## src/rtl/pin_driver.sv

```systemverilog
// Turns one-cycle rise/fall request pulses into a clean, dwell-limited pin level.
// Define PIN_DRIVER_NOISE_INJECT_EN to add a bounce (new/old/new) on every pin change.
module pin_driver #(
  parameter int   counterwidth = 3,
  parameter int   waittime     = 3,
  parameter int   depth        = 4,
  parameter logic initlevel    = 1'b0
) (
  input  logic       clk,
  input  logic       reset,
  input  logic       positiveedge,
  input  logic       negativeedge,
  output logic       pin,
  output logic       busy,
  output logic       full,
  output logic       dropped,
  output logic [1:0] state_dbg
);

  localparam int ptrw = $clog2(depth);
  localparam int cntw = $clog2(depth + 1);
  localparam logic [cntw-1:0]         depth_c = cntw'(depth);
  localparam logic [counterwidth-1:0] wait_c  = counterwidth'(waittime);

`ifdef PIN_DRIVER_NOISE_INJECT_EN
  typedef enum logic [1:0] {IDLE = 2'd0, HOLD = 2'd1, GLITCH1 = 2'd2, GLITCH2 = 2'd3} state_t;
`else
  typedef enum logic [1:0] {IDLE = 2'd0, HOLD = 2'd1} state_t;
`endif

  state_t                  state, state_next;
  logic [counterwidth-1:0] counter, counter_next;
  logic                    pin_next;
  logic [depth-1:0]        mem;
  logic [ptrw-1:0]         rptr, wptr;
  logic [cntw-1:0]         count;
  logic                    single, head, pop, push;

  // Requests are fire-and-forget pulses with no ready: a request is accepted
  // when it is the only one that cycle and a slot exists (or frees by a pop
  // on the same edge); otherwise it is refused and dropped pulses next cycle.
  always_comb begin
    single       = positiveedge ^ negativeedge;
    head         = mem[rptr];
    pop          = (state == IDLE) && (count != '0);
    push         = single && ((count != depth_c) || pop);
    state_next   = state;
    counter_next = counter;
    pin_next     = pin;
    case (state)
      IDLE: begin
        // A popped level equal to the pin is redundant and simply discarded.
        if (pop && (head != pin)) begin
          pin_next     = head;
          counter_next = '0;
`ifdef PIN_DRIVER_NOISE_INJECT_EN
          state_next   = GLITCH1;
`else
          state_next   = HOLD;
`endif
        end
      end
      HOLD: begin
        if (counter != wait_c) counter_next = counter + 1'b1;
        if (counter_next == wait_c) state_next = IDLE;
      end
`ifdef PIN_DRIVER_NOISE_INJECT_EN
      // The change is always non-redundant, so the old level is ~pin.
      GLITCH1: begin
        pin_next   = ~pin;
        state_next = GLITCH2;
      end
      GLITCH2: begin
        pin_next     = ~pin;
        counter_next = '0;
        state_next   = HOLD;
      end
`endif
      default: state_next = IDLE;
    endcase
  end

  always_ff @(posedge clk) begin
    if (reset) begin
      state   <= IDLE;
      counter <= '0;
      pin     <= initlevel;
      rptr    <= '0;
      wptr    <= '0;
      count   <= '0;
      dropped <= 1'b0;
    end else begin
      state   <= state_next;
      counter <= counter_next;
      pin     <= pin_next;
      if (pop)  rptr <= rptr + 1'b1;
      if (push) wptr <= wptr + 1'b1;
      if (push && !pop)      count <= count + 1'b1;
      else if (pop && !push) count <= count - 1'b1;
      dropped <= (positiveedge && negativeedge) || (single && !push);
    end
  end

  // Queue storage needs no reset: entries are only read when count says valid.
  always_ff @(posedge clk) begin
    if (!reset && push) mem[wptr] <= positiveedge;
  end

  assign busy      = (count != '0) || (state != IDLE);
  assign full      = (count == depth_c);
  assign state_dbg = state;

endmodule
```

## config.mk

```make
export PLATFORM = sky130hd
export DESIGN_NAME = pin_driver
export DESIGN_NICKNAME = d
export VERILOG_FILES = /design/src/rtl/pin_driver.sv
export SDC_FILE = /design/constraint.sdc
export NUM_CORES = 1
export LEC_CHECK = 0
export ABC_CLOCK_PERIOD_IN_PS = 6500
export CAP_MARGIN = 20
export CELL_PAD_IN_SITES_DETAIL_PLACEMENT = 1
export CELL_PAD_IN_SITES_GLOBAL_PLACEMENT = 1
export CORE_ASPECT_RATIO = 1.25
export CORE_UTILIZATION = 40
export CTS_BUF_LIST = sky130_fd_sc_hd__clkbuf_16
export DETAILED_ROUTE_END_ITERATION = 12
export PLACE_DENSITY = 0.8
export SLEW_MARGIN = 15
export SYNTH_ARGS = -nofsm -noshare
export SYNTH_HDL_FRONTEND = slang
export SYNTH_SLANG_ARGS = --single-unit
```

## constraint.sdc

```tcl
create_clock -name clk -period 6.5 [get_ports clk]
set_input_delay 1.3 -clock clk [delete_from_list [all_inputs] [get_ports clk]]
set_output_delay 1.3 -clock clk [all_outputs]
set_load 0.01 [all_outputs]
```

# Yosys cells after proc, flatten, opt, wreduce, memory -nomap -nowiden
# Index checks and enable logic that the tools add are counted.
# word_totals
output_inout_bits	6
regBits	18
# classes
reduce_logical	23
mux	14
add_sub_neg	5
eq_ne	8
n_bitwise	1
order_cmp	3
# ops
cell	n
2-to-1 mux 3 bit	5
logical AND 1 bit	9
adder 3 x 1 -> 3 bit, second input constant	2
< comparator 2 x 3 -> 1 bit, second input constant	2
one-hot mux 3 bit (2 select lines)	1
AND reduction 2 bit	3
nonzero test 2 bit	3
adder 2 x 1 -> 2 bit, second input constant	2
bitwise mux 4 bit	1
2-to-1 mux 2 bit	2
one-hot mux 2 bit (2 select lines)	1
== test 3 x 2 -> 1 bit, second input constant	1
== test 3 bit, second input constant	1
zero test 1 bit	3
logical OR 1 bit	3
!= test 3 x 2 -> 1 bit, second input constant	1
!= test 3 bit, second input constant	1
nonzero test 3 bit	1
subtractor 3 x 1 -> 3 bit, second input constant	1
binary-select mux 1 bit (select 2 bit)	1
demux 1 bit (select 2 bit)	1
== test 2 x 1 -> 1 bit, second input constant	1
>= comparator 2 x 1 -> 1 bit, second input constant	1
zero test 2 bit	1
5 further kinds	6

# Longest topological paths before layout
# logic_depth
ltp_word	8
ltp_mapped	9
ltp_nobuf	9

# Worst setup path before layout
# No wires, ideal clock.
# synth_timing
kind	input to register
start	in positiveedge
end	reg count[2]
slack_ns	3.425
setup_ns	0.071
required_ns	6.429
arrival_time_ns	3.004
n_path_buf	0
path_stages	9
path_cell_list	ha_1 > a21bo_2 > inv_1 > ha_1 > inv_1 > fa_1 > xor2_1 > or3_1 > a21oi_1
# synth_between
elab_chain_len	5
# synth_rtl
element	line_no	text
start, declared	11	input logic positiveedge,
bitwise XOR 1 bit (*)	43	single = positiveedge ^ negativeedge;
logical AND 1 bit (*)	46	push = single && ((count != depth_c) || pop);
net push	37	logic single, head, pop, push;
zero test 1 bit	99	else if (pop && !push) count <= count - 1'b1;
logical AND 1 bit	99	
nonzero test 2 bit (no source line)	-	
end signal, assigned	98	if (push && !pop) count <= count + 1'b1;
end signal, assigned	99	
end, declared	36	logic [cntw-1:0] count;
# The timed path passes the listed nets; every way through them passes the cells marked *.
# A chain may end at the register's enable or synchronous reset.

# Worst setup path after layout
# Same ends and word-level chain as after synthesis.

==> metrics <==
status complete, but fails checks; failing checks design-rule violations; Nets 111; peak fanout along the critical path 5; RSZ-0062 raised after global routing false; mapped cell area 872.1 µm²; H-tree Lvls 1; Tot GR Track Use roughly 17%; Seq/Total Area, Yosys 43.62%; clk buf depth 2; Post CTS Setup Buffer Count 0; CP Data Arrival Time 3.71 ns; dominant cell type by area after synthesis dfxtp_1; Worst-Skew Late Latency 0.25 ns; Clock Skew 0.003301 ns; die width between 40 and 50 µm; min Tclk post-route roughly 3.5 ns; max_cap viols 0; Final ANT Viol Nets 0; first-pass GRT wire length 2863 µm; top cells by area, synth dfxtp_1 30%, edfxtp_1 14%, ha_1 10%; final hold violation count 0; leakage 0.4192 nW; Worst VDD drop 0.2672 mV; Via density 5.398; critical path type in -> reg; Root Driver clkbuf_16; drt drc 1; io pins 10; final WL between 1500 and 2000 µm; number of global-route vias before repair 658; Post-CTS Hold Buffers 0; largest net degree at the start of global routing 14; ys flop type dfxtp_1; Design Area, Final 0.001045 mm²; Max Clk Rate 282.4 MHz; die height 54.21 µm; initial antenna violation count 0; Wirelength per Cell 14.07 µm; Port-buffer cells 8; Yosys Warn Count 0; DP Area 965.9 µm²; Synth top area share between 20% and 30%; count of final setup violators 0; CP Capture Type flop; Syn Inst Count 88; TritonCTS buffer count 3; clk sinks 17; hold crit path type reg -> reg; PD cells about 420 mW/mm²; setup TNS 0 ns; antenna cells 0; vias ~640; Resize count post-CTS 0; Async SR Flop Fraction 0%; CTS tree built; core area 0.002004 mm²; type of element launching the critical path input port; share of layout cells above drive strength 1 between 8 and 9%; first-pass detailed-route iteration total 7; Hold Path Cell Cnt 2; die footprint 0.002372 mm²; grt total ovfl 0; Seq cells post-synth 17; hpwl dp 1192 µm; worst-case reg-to-reg path depth 9; fin crit share roughly 54%; Synth cell types 30; number of synthesized flops with an enable pin 4; FP Rows 18; area delta synth->final 19.80%; worst path required time 6.66 ns; starting DRC count in detailed routing 8; Initial Utilization a little over two fifths; CTS clock-pin slew for the worst setup and hold paths approximately 0.050 ns; placer congestion estimate 0.6899; Slew Limit Fails 0; Synth Net Count 100; average size of a mapped cell 9.910 µm²
==> cells by family after synthesis <==
kind of cell / synth area share, %
AND/OR/NAND/NOR: 19.37
flip-flops: 43.62
AO/OA/AOI/OAI: 8.177
adder cells (fa/ha/maj): 12.34
buffers and inverters: 3.873
XOR/XNOR: 6.026
multiplexers: 6.169
other: 0.4300
==> registers in the layout (all words and copies together), names as in the netlist <==
name and count:
mem 4, rptr 2, pin 1, state_dbg 1, counter 3, count 3
dropped 1, wptr 2
==> placed cells by master, fill, tap and decap left out, types with 4 or more instances in the layout <==
| cell | Yosys | final |
|---|---|---|
| inv_1 | 6 | 7 |
| nor2_1 | 12 | 12 |
| xnor2_1 | 4 | 4 |
| clkdlybuf4s50_1 | 0 | 8 |
| and2_1 | 4 | 4 |
| edfxtp_1 | 4 | 4 |
| ha_1 | 7 | 7 |
| nand2_1 | 7 | 7 |
| dfxtp_1 | 13 | 13 |
==> layer usage <==
metal,global-route usage (%),part of all wire (%),wire length (µm),up-vias
met5,0,0,0,-
met4,7.813,1.6,27,0
met3,4.027,2.5,41,4
met2,31.09,54,900,10
met1,18.48,42,690,309
li1,-,-,-,314
==> cell usage after synthesis (all sizes together) (2+ instances only) <==
master  number
a31oi        2
nor3b        3
buf          2
nor2        12
nand2b       2
dfxtp       13
inv          6
xnor2        4
mux2i        2
and2         4
a21oi        2
xor2         2
nand2        7
o21ai        3
ha           7
edfxtp       4
==> critical path: stages <==
cell and delay (ns):
clkdlybuf4s50_1 0.47, ha_1 0.35, a21bo_2 0.27, inv_1 0.07, ha_1 0.17, inv_1 0.06
fa_1 0.37, xor2_1 0.16, or3_1 0.32, a21oi_1 0.16
==> final cells by class <==
| cell class | count | area [µm²] |
|---|---|---|
| Sequential cell | 17 | 380.4 |
| Clock buffer | 3 | 75.07 |
| Multi-Input combinational cell | 63 | 457.9 |
| Fill cell | 230 | 959.7 |
| Inverter | 6 | 22.52 |
| Clock inverter | 1 | 3.754 |
| Tap cell | 20 | 25.02 |
| Timing Repair Buffer | 8 | 80.08 |
==> power breakdown <==
part / total, mW / switching, mW / leakage (nW) / internal (mW)
combinational: 0.164 / 0.0816 / 0.234 / 0.0821
clock: 0.122 / 0.0403 / 0.0423 / 0.0817
sequential: 0.157 / 0.0260 / 0.143 / 0.131
==> per-stage QoR <==
step                      worst slack [ns]  hold WS [ns]  utilization [%]  power [mW]  instances
final                                2.959        0.5110            52.12      0.4430        118
after global routing                 2.860        0.5356            52.12      0.4738        118
after CTS                            2.948        0.5121            52.12      0.4501        118
after detailed placement             2.716        0.4908            48.19      0.3236        114
after global placement               2.848        0.4700            48.19      0.3152        114
after floorplan                      3.425        0.4572                -      0.2715         88
==> worst paths after layout <==
kind / to / slack [ns] / start
min reg2reg: pin / 0.51 / pin
min: pin / 0.51 / pin
max: count[2] / 2.96 / positiveedge
max reg2reg: count[2] / 4.09 / count[0]
Power figures use the tool's default switching activity.
